**src/rtl/div_seq_if.sv**
```systemverilog
// Request, result and divider-side signals of the sequential divider wrapper.
// The slave side is the wrapper; the master side is its environment.
interface div_seq_if;
    logic        in_valid;
    logic        in_ready;
    logic [1:0]  in_op;
    logic        in_word;
    logic [63:0] in_a;
    logic [63:0] in_b;
    logic [63:0] div_in1;
    logic [63:0] div_in2;
    logic [1:0]  div_control;
    logic [63:0] div_out;
    logic        out_valid;
    logic        out_ready;
    logic [63:0] out_result;

    modport slave (
        input  in_valid, in_op, in_word, in_a, in_b,
        input  div_out, out_ready,
        output in_ready, div_in1, div_in2, div_control,
        output out_valid, out_result
    );

    modport master (
        output in_valid, in_op, in_word, in_a, in_b,
        output div_out, out_ready,
        input  in_ready, div_in1, div_in2, div_control,
        input  out_valid, out_result
    );
endinterface

```
**src/rtl/div_seq.sv**
```systemverilog
// Sequencer around a multicycle combinational divider: registers operands,
// short-circuits divide-by-zero / overflow, and waits DIV_CYCLES for settle.
module div_seq #(
    parameter int DIV_CYCLES = 4
) (
    input  logic     clk,
    input  logic     rst_n,
    input  logic     flush,
    div_seq_if.slave bus
);
    localparam logic [1:0] IDLE = 2'd0;
    localparam logic [1:0] BUSY = 2'd1;
    localparam logic [1:0] DONE = 2'd2;

    logic [1:0]  state_q, state_d;
    logic [3:0]  cnt_q, cnt_d;
    logic [63:0] in1_q, in1_d;
    logic [63:0] in2_q, in2_d;
    logic [1:0]  ctrl_q, ctrl_d;
    logic        word_q, word_d;
    logic [63:0] res_q, res_d;

    logic [63:0] ext_a, ext_b;
    logic [63:0] min_neg;
    logic        b_zero, ovf;
    logic [63:0] spec_res;

    // W results are always the low word sign-extended, even for unsigned ops
    function automatic logic [63:0] fix_word(input logic w, input logic [63:0] v);
        return w ? {{32{v[31]}}, v[31:0]} : v;
    endfunction

    // Operand extension and special-case detection on the values being registered
    always_comb begin
        ext_a = bus.in_a;
        ext_b = bus.in_b;
        if (bus.in_word) begin
            if (bus.in_op[0]) begin
                ext_a = {32'd0, bus.in_a[31:0]};
                ext_b = {32'd0, bus.in_b[31:0]};
            end else begin
                ext_a = {{32{bus.in_a[31]}}, bus.in_a[31:0]};
                ext_b = {{32{bus.in_b[31]}}, bus.in_b[31:0]};
            end
        end
        min_neg = bus.in_word ? 64'hFFFF_FFFF_8000_0000 : 64'h8000_0000_0000_0000;
        b_zero  = (ext_b == 64'd0);
        ovf     = !bus.in_op[0] && (ext_a == min_neg) && (ext_b == '1);
        if (b_zero)
            spec_res = bus.in_op[1] ? ext_a : '1;
        else
            spec_res = bus.in_op[1] ? 64'd0 : ext_a;
    end

    // FSM next state; flush beats accept and out_ready
    always_comb begin
        state_d = state_q;
        cnt_d   = cnt_q;
        in1_d   = in1_q;
        in2_d   = in2_q;
        ctrl_d  = ctrl_q;
        word_d  = word_q;
        res_d   = res_q;
        if (flush) begin
            state_d = IDLE;
            cnt_d   = 4'd0;
        end else begin
            unique case (state_q)
                IDLE: begin
                    if (bus.in_valid) begin
                        in1_d  = ext_a;
                        in2_d  = ext_b;
                        ctrl_d = bus.in_op;
                        word_d = bus.in_word;
                        if (b_zero || ovf) begin
                            res_d   = fix_word(bus.in_word, spec_res);
                            state_d = DONE;
                        end else begin
                            cnt_d   = 4'(DIV_CYCLES - 1);
                            state_d = BUSY;
                        end
                    end
                end
                BUSY: begin
                    if (cnt_q == 4'd0) begin
                        res_d   = fix_word(word_q, bus.div_out);
                        state_d = DONE;
                    end else begin
                        cnt_d = cnt_q - 4'd1;
                    end
                end
                DONE: begin
                    if (bus.out_ready)
                        state_d = IDLE;
                end
                default: state_d = IDLE;
            endcase
        end
    end

    // State and datapath registers
    always_ff @(posedge clk or negedge rst_n) begin
        if (!rst_n) begin
            state_q <= IDLE;
            cnt_q   <= 4'd0;
            in1_q   <= 64'd0;
            in2_q   <= 64'd0;
            ctrl_q  <= 2'b00;
            word_q  <= 1'b0;
            res_q   <= 64'd0;
        end else begin
            state_q <= state_d;
            cnt_q   <= cnt_d;
            in1_q   <= in1_d;
            in2_q   <= in2_d;
            ctrl_q  <= ctrl_d;
            word_q  <= word_d;
            res_q   <= res_d;
        end
    end

    assign bus.in_ready    = (state_q == IDLE);
    assign bus.out_valid   = (state_q == DONE);
    assign bus.out_result  = res_q;
    assign bus.div_in1     = in1_q;
    assign bus.div_in2     = in2_q;
    assign bus.div_control = ctrl_q;
endmodule
```
**src/flat_wrapper.sv**
```systemverilog
// flat-port wrapper written by rule: the top's interface ports become plain ports
module div_seq_flat 
#(
    parameter int DIV_CYCLES = 4
)
  (clk, rst_n, flush, bus_in_valid, bus_in_op, bus_in_word, bus_in_a, bus_in_b, bus_div_out, bus_out_ready, bus_in_ready, bus_div_in1, bus_div_in2, bus_div_control, bus_out_valid, bus_out_result);
  div_seq_if bus_i ();
  input  logic clk;
  input  logic rst_n;
  input  logic flush;
  input wire logic [$bits(bus_i.in_valid)-1:0] bus_in_valid;
  input wire logic [$bits(bus_i.in_op)-1:0] bus_in_op;
  input wire logic [$bits(bus_i.in_word)-1:0] bus_in_word;
  input wire logic [$bits(bus_i.in_a)-1:0] bus_in_a;
  input wire logic [$bits(bus_i.in_b)-1:0] bus_in_b;
  input wire logic [$bits(bus_i.div_out)-1:0] bus_div_out;
  input wire logic [$bits(bus_i.out_ready)-1:0] bus_out_ready;
  output wire logic [$bits(bus_i.in_ready)-1:0] bus_in_ready;
  output wire logic [$bits(bus_i.div_in1)-1:0] bus_div_in1;
  output wire logic [$bits(bus_i.div_in2)-1:0] bus_div_in2;
  output wire logic [$bits(bus_i.div_control)-1:0] bus_div_control;
  output wire logic [$bits(bus_i.out_valid)-1:0] bus_out_valid;
  output wire logic [$bits(bus_i.out_result)-1:0] bus_out_result;
  assign bus_i.in_valid = bus_in_valid;
  assign bus_i.in_op = bus_in_op;
  assign bus_i.in_word = bus_in_word;
  assign bus_i.in_a = bus_in_a;
  assign bus_i.in_b = bus_in_b;
  assign bus_i.div_out = bus_div_out;
  assign bus_i.out_ready = bus_out_ready;
  assign bus_in_ready = bus_i.in_ready;
  assign bus_div_in1 = bus_i.div_in1;
  assign bus_div_in2 = bus_i.div_in2;
  assign bus_div_control = bus_i.div_control;
  assign bus_out_valid = bus_i.out_valid;
  assign bus_out_result = bus_i.out_result;
  div_seq #(.DIV_CYCLES(DIV_CYCLES)) u_core (.clk(clk), .rst_n(rst_n), .flush(flush), .bus(bus_i));
endmodule
```
**config.mk**
```make
export PLATFORM = sky130hd
export DESIGN_NAME = div_seq_flat
export DESIGN_NICKNAME = d
export VERILOG_FILES = /design/src/rtl/div_seq_if.sv /design/src/rtl/div_seq.sv /design/src/flat_wrapper.sv
export SDC_FILE = /design/constraint.sdc
export NUM_CORES = 1
export LEC_CHECK = 0
export BUFFER_PORTS_ARGS = -buffer_cell sky130_fd_sc_hd__buf_2
export CAP_MARGIN = 0
export CORE_ASPECT_RATIO = 1.5
export CORE_MARGIN = 10
export CORE_UTILIZATION = 50
export CTS_BUF_LIST = sky130_fd_sc_hd__clkbuf_4 sky130_fd_sc_hd__clkbuf_8
export DETAILED_ROUTE_END_ITERATION = 8
export GPL_TIMING_DRIVEN = 1
export PLACE_DENSITY = 0.82
export SLEW_MARGIN = 20
export SYNTH_ARGS = -nofsm -noshare
export SYNTH_HDL_FRONTEND = slang
export SYNTH_SLANG_ARGS = --single-unit
```
**constraint.sdc**
```tcl
create_clock -name clk -period 2.3 [get_ports clk]
set_input_delay 0.115 -clock clk [delete_from_list [all_inputs] [get_ports clk]]
set_output_delay 0.115 -clock clk [all_outputs]
set_load 0.01 [all_outputs]
```
==> results.toml <==
[pwr]
leakage_nw = 7.495
pwr-share-comb_pct = 38.4
power.clock.fraction_pct = 22.7
p_sw_mw = 5.291
ir_drop_mv = 0.8527
p_per_area_mw_per_mm2 = 903.0
p_sw_share_pct = 36.98
p_seq_share_pct = 38.9
p_int_mw = 9.017

[drt]
wl_um = 51530
wl_per_cell_um = 28.47
vias_per_cell = 6.149
drt-initial-drc-count = 1234
antenna_left = 0
first_pass_iters = 8
drc = 0
num_vias = 11130

[place]
place_area_mm2 = 0.01307
port_buffers = 395
dp_hpwl_um = 29730
gp_congestion = 0.9387

[yosys]
synthCells = 873
synth-edff-count = 0
ys_top_cells_by_area = "dfrtp_1 (50%), mux2_2 (13%), mux2_4 (7.5%), a21oi_1 (6.7%), maj3_1 (3.2%)"
yosys_warnings = 0
synth_top_area_share_pct = 50.04
syn_nets = 1075
dominantRegCellSynth = "dfrtp_1"
synthArstFlopShare_pct = 100.0
syn_avg_cell_area_um2 = 11.51
yosysSeqAreaShare_pct = 50.04
ys_types = 41
ys_ff_latch = 201
netlist_area_mm2 = 0.01005
synth_top_area_cell = "dfrtp_1"

[timing]
setup_viol_count_final = 9
worst_pin_slew_ns = 0.5656
clock_skew_ns = 0.02962
hold_violations = 0
relSlewSlack_pct = 62.29
finalMaxSlewViolations = 0
worst_slack_ns = -0.03697
finalCritPeriodShare_pct = 101.6
finalCriticalPeriod_ns = 2.337
fmax_mhz = 427.9

[floorplanning]
dieArea_mm2 = 0.02629
io-pin-count = 396
placementRows = 63
die_x_um = 135.8
die_h_um = 193.6
start_util_pct = 50.80
coreArea_mm2 = 0.01979

[clocking]
cts_made_buffers = 30
root_buffer = "clkbuf_8"
clk_pin_slew_worst_paths_ns = 0.07
cts_tree = "built"
clkSinkCount = 201
cts_htree_levels = 1
clock_latency_ns = 0.58
cts_buffer_depth = 3

[global_routing]
grt_max_degree = 82
grt_pass1_vias = 11930
grt_usage_pct = 36.10
grt_overflow = 0
antenna_found_initial = 4
grt_pass1_wl_um = 73020

[status]
violations = "negative setup slack"
outcome = "finished with violations"

[cells_and_area]
final_cell_mix = "buf_2 (375), dfrtp_1 (201), dlygate4sd3_1 (168), a21oi_1 (133), mux2_2 (110)"
design_area_mm2 = 0.01584
num-fill-cells = 1015
area_growth_pct = 57.64
drive_above_1_share_pct = 49.00
fin_nets = 1726
utilization_pct = 80.08
mostFrequentLayoutCell = "buf_2"

[critical_path]
start_kind = "input pin"
crit_end = "u_core.bus.out_result[38]$_DFFE_PN0P_"
reg2regPathDepth = 7
worstReg2RegEnd = "u_core.bus.div_in2[50]$_DFFE_PN0P_"
required_ns = 2.79
crit_fanout = 20
cp-startpoint = "bus_in_b[54]"
cp.arrival_ns = 2.83
path_class = "input pin to flip-flop"
timing.rr.start = "u_core.state_q[1]$_DFFE_PN0P_"
reg2reg_slack_ns = 0.04
cp-end-kind = "flip-flop"

[worst_hold_path]
hold_class = "input pin to flip-flop"

[flow_run]
cap_violations = 0
-- flip-flops by register name (all words and copies together), names as in the netlist --
| signal | count |
|---|---|
| u_core.bus.div_in2 | 64 |
| u_core.state_q | 2 |
| u_core.word_q | 1 |
| u_core.bus.div_control | 2 |
| u_core.cnt_q | 4 |
| u_core.bus.out_result | 64 |
| u_core.bus.div_in1 | 64 |
-- power by group through the flow --
stage	sequential (mW)	clock, mW	combinational [mW]
after floorplan	5.88	0	1.91
after global placement	5.35	0	4.73
after detailed placement	5.42	0	4.84
after CTS	5.38	3.16	5.10
after global routing	5.62	3.38	5.77
final	5.57	3.25	5.49
-- cells in the mapped netlist, drive strengths merged, types with 2 or more instances --
library cell  instances
nor2b                 2
inv                   5
nand4b                5
or4                   6
buf                  14
a21oi               134
nand2                 8
o21a                  2
nand4                15
mux2                162
dfrtp               201
nor4b                 2
nor4                 26
ha                    2
a2bb2oi              31
nor3                  5
maj3                 32
clkbuf               52
o21ai                 5
nand2b               33
nand3                 5
nand3b                3
and2                 30
a21o                  3
nor2                 77
o211ai                3
-- metrics by stage --
step	std cells	total power, mW	worst slack (ns)	setup TNS [ns]	hold slack [ns]
final	1810	14.31	-0.03697	-0.1543	0.002625
after global routing	1810	14.77	-0.1467	-2.273	0.01874
after CTS	1808	13.64	0.001108	0	0.0006912
after detailed placement	1576	10.26	-0.6940	-41.84	0.1126
after global placement	1576	10.07	-0.6119	-36.79	0.1126
after floorplan	873	7.790	0.002485	0	-0.1806
-- logic make-up (layout without fill, tap and decap cells) --
family,after synthesis,count (layout),share of synthesized area (%)
simple gates,218,218,11.63
mux,163,163,20.12
fa+ha+maj,34,34,3.436
flops,201,201,50.04
buf+inv,72,746,3.760
compound gates,185,185,11.02
other cells,0,3,0
-- what timing repair did --
| action | 4_1_cts | 5_1_grt |
|---|---|---|
| hold buffers | 177 | 5 |
| setup buffers | 0 | 4 |
| gates resized for setup | 2 | 52 |
| pin swaps | 0 | 23 |
| endpoints found under the setup margin | 60 | 68 |
| gates cloned | 0 | 6 |
| endpoints found under the hold margin | 341 | 5 |
-- layout make-up --
| cell class | instances | area (um2) | area share (%) |
|---|---|---|---|
| flip-flops and latches | 201 | 5030 | 31.75 |
| repair buffers | 685 | 4981 | 31.44 |
| multi-input cells | 600 | 4826 | 30.46 |
| clock buffers | 50 | 613.1 | 3.870 |
| well taps | 260 | 325.3 | 2.053 |
| clock inverters | 5 | 38.79 | 0.2448 |
| inverters | 6 | 22.52 | 0.1421 |
| diodes | 3 | 7.507 | 0.04738 |
-- worst max-delay path, stage by stage --
cell and delay [ns]:
buf_2 0.12, dlygate4sd3_1 0.57, buf_4 0.15, nor4_2 0.30, nand4_1 0.19, nor2_2 0.23
buf_4 0.16, a31o_2 0.18, buf_12 0.15, and2_1 0.15, a2bb2oi_1 0.30, mux2_4 0.20
-- worst min-delay path by stage --
stage	startpoint	to	slack [ns]	cells after the start
final	bus_in_b[16]	u_core.bus.div_in2[16]$_DFFE_PN0P_	0.003	2
after global routing	bus_in_b[16]	u_core.bus.div_in2[16]$_DFFE_PN0P_	0.02	2
after CTS	bus_div_out[49]	u_core.bus.out_result[49]$_DFFE_PN0P_	0.0007	4
after detailed placement	rst_n	u_core.bus.div_in1[48]$_DFFE_PN0P_	0.11	1
after global placement	rst_n	u_core.bus.div_in1[46]$_DFFE_PN0P_	0.11	1
after floorplan	rst_n	u_core.bus.div_control[0]$_DFFE_PN0P_	-0.18	0
-- metal layers --
layer	up-vias	track usage, %	part of all wire (%)
met5	-	0	0.017
met4	2	27.35	9.6
met3	363	9.362	9.9
met2	966	58.98	48
met1	5327	38.74	32
li1	4472	-	-
No activity file was read; power rests on OpenSTA's default activity.
